===== config.mk =====
export PLATFORM = sky130hd
export DESIGN_NAME = seq_scan_scheduler
export DESIGN_NICKNAME = d
export VERILOG_FILES = /design/src/rtl/seq_scan_scheduler.sv
export SDC_FILE = /design/constraint.sdc
export NUM_CORES = 1
export LEC_CHECK = 0
export ABC_AREA = 0
export CAP_MARGIN = 20
export CORE_AREA = 2 2 77 153
export DETAILED_ROUTE_END_ITERATION = 8
export DIE_AREA = 0 0 79 155
export MAX_ROUTING_LAYER = met4
export PLACE_DENSITY_LB_ADDON = 0.1
export SYNTH_ARGS = -nofsm -noshare
export SYNTH_HDL_FRONTEND = slang
export SYNTH_SLANG_ARGS = --single-unit
export TNS_END_PERCENT = 20

===== constraint.sdc =====
create_clock -name clk -period 2.5 [get_ports clk]
set_input_delay 0.5 -clock clk [delete_from_list [all_inputs] [get_ports clk]]
set_output_delay 0.5 -clock clk [all_outputs]
set_load 0.005 [all_outputs]

===== src/rtl/seq_scan_scheduler.sv =====
// Round-robin scheduler that shares one serial, overlapping pattern matcher among NCH channels.
// Each channel keeps its own bit history, so a match can span two consecutive words of that channel.
module seq_scan_scheduler #(
    parameter int unsigned NCH = 4,
    parameter int unsigned DW = 8,
    parameter int unsigned PLEN = 6,
    parameter logic [PLEN-1:0] PATTERN = 6'b100111,
    localparam int unsigned CW = (NCH > 1) ? $clog2(NCH) : 1,
    localparam int unsigned PW = (DW > 1) ? $clog2(DW) : 1,
    localparam int unsigned KW = $clog2(DW + 1)
) (
    input  logic              clk,
    input  logic              reset,
    input  logic              enable,
    input  logic [NCH-1:0]    req_valid,
    input  logic [NCH*DW-1:0] req_data,
    output logic [NCH-1:0]    req_ready,
    input  logic [NCH-1:0]    hist_clr,
    output logic              busy,
    output logic              det_valid,
    output logic [CW-1:0]     det_chan,
    output logic [PW-1:0]     det_pos,
    output logic              done_valid,
    output logic [CW-1:0]     done_chan,
    output logic [KW-1:0]     done_count
);

    localparam int unsigned FW = $clog2(PLEN);

    localparam logic [1:0] IDLE  = 2'd0;
    localparam logic [1:0] SHIFT = 2'd1;
    localparam logic [1:0] DONE  = 2'd2;

    logic [1:0]      state;
    logic [1:0]      state_next;
    logic [CW-1:0]   last_grant;
    logic [CW-1:0]   cur_chan;
    logic [CW-1:0]   grant_idx;
    logic [CW-1:0]   cand;
    logic            grant_any;
    logic            accept;
    logic [DW-1:0]   grant_word;
    logic [DW-1:0]   word;
    logic [PW-1:0]   bit_idx;
    logic [KW-1:0]   match_count;
    logic [PLEN-2:0] hist [NCH];
    logic [FW-1:0]   fill [NCH];
    logic [PLEN-1:0] window;
    logic            match;

    // Current word is consumed MSB-first by shifting it left each SHIFT cycle.
    assign window = {hist[cur_chan], word[DW-1]};
    assign match  = (state == SHIFT) && (window == PATTERN)
                    && (fill[cur_chan] == FW'(PLEN - 1));
    assign busy   = (state != IDLE);

    // Round-robin grant, handshake and next-state decode.
    always_comb begin
        state_next = state;
        grant_any  = 1'b0;
        grant_idx  = last_grant;
        cand       = last_grant;
        grant_word = '0;
        req_ready  = '0;
        accept     = 1'b0;

        for (int i = 1; i <= int'(NCH); i++) begin
            cand = CW'((int'(last_grant) + i) % int'(NCH));
            if (!grant_any && req_valid[cand]) begin
                grant_any = 1'b1;
                grant_idx = cand;
            end
        end

        for (int i = 0; i < int'(NCH); i++) begin
            if (CW'(i) == grant_idx) begin
                grant_word = req_data[i*DW +: DW];
            end
        end

        case (state)
            IDLE: begin
                if (!reset && enable && grant_any) begin
                    accept               = 1'b1;
                    req_ready[grant_idx] = 1'b1;
                    state_next           = SHIFT;
                end
            end
            SHIFT: begin
                if (bit_idx == PW'(DW - 1)) begin
                    state_next = DONE;
                end
            end
            DONE: begin
                state_next = IDLE;
            end
            default: begin
                state_next = IDLE;
            end
        endcase
    end

    always_ff @(posedge clk) begin
        if (reset) begin
            state <= IDLE;
        end else begin
            state <= state_next;
        end
    end

    // Word datapath, match reporting and per-channel history.
    always_ff @(posedge clk) begin
        if (reset) begin
            last_grant  <= CW'(NCH - 1);
            cur_chan    <= '0;
            word        <= '0;
            bit_idx     <= '0;
            match_count <= '0;
            det_valid   <= 1'b0;
            det_chan    <= '0;
            det_pos     <= '0;
            done_valid  <= 1'b0;
            done_chan   <= '0;
            done_count  <= '0;
            for (int i = 0; i < int'(NCH); i++) begin
                hist[i] <= '0;
                fill[i] <= '0;
            end
        end else begin
            det_valid  <= 1'b0;
            done_valid <= 1'b0;

            case (state)
                IDLE: begin
                    if (accept) begin
                        word        <= grant_word;
                        cur_chan    <= grant_idx;
                        last_grant  <= grant_idx;
                        bit_idx     <= '0;
                        match_count <= '0;
                    end
                end
                SHIFT: begin
                    word    <= word << 1;
                    bit_idx <= bit_idx + PW'(1);
                    if (match) begin
                        det_valid   <= 1'b1;
                        det_chan    <= cur_chan;
                        det_pos     <= bit_idx;
                        match_count <= match_count + KW'(1);
                    end
                end
                DONE: begin
                    done_valid <= 1'b1;
                    done_chan  <= cur_chan;
                    done_count <= match_count;
                end
                default: begin
                end
            endcase

            // A clear wins over the active channel's shift; the compare above still used the old window.
            for (int i = 0; i < int'(NCH); i++) begin
                if (hist_clr[i]) begin
                    hist[i] <= '0;
                    fill[i] <= '0;
                end else if (state == SHIFT && CW'(i) == cur_chan) begin
                    hist[i] <= window[PLEN-2:0];
                    if (fill[i] != FW'(PLEN - 1)) begin
                        fill[i] <= fill[i] + FW'(1);
                    end
                end
            end
        end
    end

endmodule


# Word-level counts from Yosys, hierarchy flattened
# Memory sizes are Yosys's and may differ from the RTL's. A register that Yosys moved wholly into a read port is not among the register bits.
# Index checks and enable logic that the tools add are counted.
word_totals:
  reg_bits: 34
  mem_bits_rw: 32
  in_bits: 43
  output_inout_bits: 18
  word_cells: 201
  memories: 2
memory_table:
  columns: ["name", "words", "width", "rd", "rd_clocked_by_memory_dff", "write_ports", "line_no", "text"]
  rows:
  - ["hist", 4, 5, 1, 1, 4, "46", "logic [PLEN-2:0] hist [NCH];"]
  - ["fill", 4, 3, 5, 1, 4, "47", "logic [FW-1:0] fill [NCH];"]
classes:
  addsub: 10
  order_cmp: 6
  n_eq_ne: 19
  mux: 108
  bitwise: 17
  reduce_logical: 27
ops:
  columns: ["op", "count"]
  rows:
  - ["$mux 1", 63]
  - ["$mux 5", 8]
  - ["$mux 8", 5]
  - ["$mux 3", 9]
  - ["$mux 2", 10]
  - ["$mux 4", 4]
  - ["$or 1x1->1", 16]
  - ["$pmux 8 s2", 1]
  - ["$add 3x1->3 const B", 5]
  - ["$lt 2x3->1 const B", 5]
  - ["$logic_and 1x1->1", 12]
  - ["$ne 3x3->1 const B", 4]
  - ["$bmux 1 s2", 4]
  - ["$eq 2x2->1 const A", 4]
  - ["$ne 2x2->1 const B", 4]
  - ["$pmux 4 s2", 1]
  - ["$reduce_and 2->1", 4]
  - ["$eq 3x3->1 const B", 2]
  - ["$eq 6x6->1 const B", 1]
  - ["$logic_not 2->1", 3]
  - ["$pmux 3 s2", 1]
  - ["$add 2x1->2 const B", 2]
  - ["$add 2x2->2 const B", 2]
  - ["$add 4x1->4 const B", 1]
  - ["11 further kinds", 16]

# Logic depth before layout (Yosys ltp)
logic_depth:
  ltp_word: 20
  ltp_mapped: 8
  depth_no_buf: 6

# Least setup slack after synthesis
# OpenSTA, ideal clock, no wires.
synth_timing:
  path_kind: "reg2reg"
  from: "register (tool-made name)"
  to: "register match_count[3]"
  setup_ns: 0.073
  arrival_time_ns: 2.177
  required_ns: 2.427
  path_slack_ns: 0.251
  path_stages_with_launch: 8
  path_buffers: 1
  synth_period_minus_slack_ns: 2.249
  path_cell_list: "dfxtp_1 buf_6 or4b_4 o221ai_2 o31ai_1 or4_4 or3_1 a21oi_1"
synth_rtl:
  columns: ["element", "line_no", "text"]
  rows:
  - ["to (signal assigned)", "150", "match_count <= match_count + KW'(1);"]
  - ["to (decl)", "45", "logic [KW-1:0] match_count;"]

# Worst setup path in the final report
layout_timing:
  from: "input port enable"
  to: "output port req_ready[1]"
layout_between:
  elab_chain_len: 4
layout_rtl:
  columns: ["element", "line_no", "text"]
  rows:
  - ["from (decl)", "14", "input logic enable,"]
  - ["$logic_and 1x1->1 (2 in a row)", "83", "if (!reset && enable && grant_any) begin"]
  - ["$mux 4", "83", null]
  - ["$mux 4", "81", "case (state)"]
  - ["to (decl)", "17", "output logic [NCH-1:0] req_ready,"]
# No other way between the ends.

==> results.json <==
{
  "hold_class": "flop to flop",
  "ys_seq_elements": 68,
  "placedCellCount": 548,
  "avgViaCountPerCell": 4.847,
  "powerDensity_nw_per_um2": 630.7,
  "antenna_cells": 0,
  "holdCritStartpoint": "done_chan[0]",
  "final_cell_mix": "clkdlybuf4s50_1, nor2_1, dfxtp_1, buf_4, edfxtp_1",
  "clkTransAtPathRegs_ns": 0.05,
  "grt_first_pass_wirelength_mm": 14.40,
  "layout_commonest_cell": "clkdlybuf4s50_1",
  "synth_mux_area_share_pct": 7.296,
  "placedInstanceArea_um2": 4263,
  "status": "finished clean",
  "start_util_pct": 29.38,
  "worstReg2RegStart": "fill[1][1]",
  "setup.worst_path.start_class": "input port",
  "vdd_drop_max_mv": 0.3627,
  "grt_util_all_layers_pct": 15.61,
  "cp.arrival_ns": 1.89,
  "hold_viol": 0,
  "worstMarginPinSlew_ns": 0.7068,
  "ys.flop_type": "dfxtp_1",
  "cp_max_fo": 3,
  "clkPwrFrac_pct": 42.2,
  "cp_slowest_cell": "clkdlybuf4s50_1",
  "highest_layer": "met4",
  "drcViolationCount": 0,
  "clk-insertion-delay-late_ns": 0.33,
  "synth_top_family_by_area": "simple AND/OR/NAND/NOR gates",
  "fmax_mhz": 418.5,
  "switching_share_pct": 24.38,
  "synth.avg_cell_area_um2": 10.02,
  "synth_compound_area_share_pct": 12.53,
  "critPathMaxStageDelay_ns": 0.46,
  "critPathLaunch": "enable",
  "final-setup-viol-count": 0,
  "slew_violations": 0,
  "synthXorXnorAreaFrac_pct": 0,
  "syn_area_um2": 3276,
  "hpwl_mm": 6.427,
  "wl_per_cell_um": 15.32,
  "yosys.area_share.adder_pct": 4.202,
  "synthCells": 327,
  "seq_power_share_pct": 43.3,
  "holdWs_ns": 0.4613,
  "cts_max_path_buffers": 2,
  "synth_simple_gate_area_share_pct": 21.35,
  "crit_required_ns": 2.00,
  "cts_tree": "built",
  "grt-ovfl-total": 0,
  "layout.cells.non_filler": 568,
  "final_area_um2": 4616,
  "cts_max_level": 3,
  "fp.dieW_um": 79,
  "fin_tns_setup_ns": 0,
  "drive_gt1_share_pct": 18.08,
  "synth_area_leader_cell": "edfxtp_1",
  "synth_nets": 381,
  "num_vias": 2753,
  "die-height_um": 155,
  "synth_top_area_share_pct": 29.34,
  "async_flop_share_pct": 0,
  "cts_buffers": 9,
  "grt_pass1_vias": 2878,
  "end_kind": "output port",
  "ant_nets": 0,
  "wl_met3_um": 295,
  "io_pins": 61,
  "routed_wirelength_mm": 8.703,
  "firstDrtPassIters": 4,
  "wl_met1_mm": 3.820,
  "die_area_um2": 12250,
  "wl_met2_mm": 4.380,
  "worstSetupPathType": "input port to output port",
  "power_frac_comb_pct": 14.5,
  "internal_power_mw": 2.201,
  "synthToLayoutAreaGrowth_pct": 40.91,
  "leakage_nw": 1.789,
  "synth_cell_type_count": 45,
  "slew_headroom_pct": 52.38,
  "p_sw_uw": 709.8,
  "maxCapViolCount": 0,
  "placementRows": 55,
  "nets": 475,
  "yosysSeqAreaShare_pct": 51.34,
  "drtIter0Drc": 126,
  "antenna_found_initial": 0,
  "gp_congestion": 0.7922,
  "coreArea_um2": 11150,
  "grt_start_max_net_pins": 36,
  "synth_edf_count": 32,
  "synth_area_leaders": "edfxtp_1, dfxtp_1, nor2_1, a21oi_1, ha_1",
  "worstPathCellList": "clkdlybuf4s50_1 > nor3b_4 > a21boi_2 > buf_4 > nand2_1 > nor2_1 > dlygate4sd2_1",
  "rsz0062_at_grt": "no",
  "clock_skew_ns": 0.004040,
  "clock-sinks": 68,
  "clock-root-buffer": "clkbuf_16",
  "port_buffers": 60,
  "synth-warning-count": 0,
  "finalCritPeriodShare_pct": 95.57,
  "final_util_pct": 41.40,
  "finalCriticalPeriod_ns": 2.389,
  "fillers": 1135
}
==> final cells by class <==
type                       count  area [µm²]  share of cell area [%]
clock buffer                  11       264.0                   5.720
clock inverter                 5       33.78                  0.7319
inverter                      11       41.29                  0.8946
multi-input combinational    233        1531                   33.18
sequential                    68        1682                   36.43
tap                          142       177.7                   3.849
timing repair buffer          98       885.9                   19.19
==> registers in the layout (all words and copies together) (netlist names), named ones only <==
register	flops
bit_idx	3
cur_chan	2
det_chan	2
det_pos	3
det_valid	1
done_chan	2
done_count	4
done_valid	1
fill	12
hist	20
last_grant	2
match_count	4
state	2
word	8
==> power by group through the flow <==
stage          registers [mW]  logic, mW  clock network (mW)
6_report                 1.26      0.421                1.23
3_3_place_gp             1.28      0.399                   0
2_1_floorplan            1.26      0.220                   0
4_1_cts                  1.26      0.421                1.26
3_5_place_dp             1.28      0.408                   0
5_1_grt                  1.27      0.461                1.31
==> layer usage <==
metal,vias to the layer above,track usage [%]
li1,1372,-
met1,1313,18.90
met2,51,25.30
met3,17,2.668
met4,0,6.897
met5,-,-
==> per-stage QoR <==
stage / power, mW / setup WS (ns)
2_1_floorplan: 1.480 / 0.2507
3_3_place_gp: 1.680 / -0.3390
3_5_place_dp: 1.690 / -0.3978
4_1_cts: 2.939 / 0.09364
5_1_grt: 3.035 / 0.0004972
6_report: 2.911 / 0.1107
==> Yosys cell counts, drive strengths merged (2+ instances only) <==
cell,instances
ha,11
a21o,4
mux2i,7
nor3,12
nor2b,15
nand4b,3
nand3,7
mux4,3
or2,2
clkbuf,12
nor4,5
o21ai,6
mux2,9
nand2b,9
nand2,29
inv,11
edfxtp,32
a211oi,2
o21a,3
a222oi,3
nor3b,3
o22ai,4
buf,3
dfxtp,36
a221o,5
nor2,43
and3,4
a21oi,29
or3,2
==> cells by family after synthesis <==
logic type | after synthesis
simple gates | 140
flops | 68
compound gates | 63
buf+inv | 26
mux | 19
fa+ha+maj | 11
==> worst max-delay path, delay by kind of cell <==
kind            cells  cell delay [ns]
compound gates      1             0.20
buf+inv             3             0.83
simple gates        3             0.36
==> timing repair <==
item                                    in CTS  in global routing
pin swaps                                    3                  1
gates resized for setup                     18                  2
hold buffers                                 0                  0
cloned                                       0                  0
endpoints found under the setup margin       7                  2
buffers inserted                             3                  0
==> path summary, 6_finish.rpt <==
check	cells past startpoint	end	slack, ns
max	7	req_ready[1]	0.11
min	2	done_chan[0]	0.46
max reg2reg	6	match_count[3]	0.25
min reg2reg	2	done_chan[0]	0.46
(Power assumes the default switching activity.)
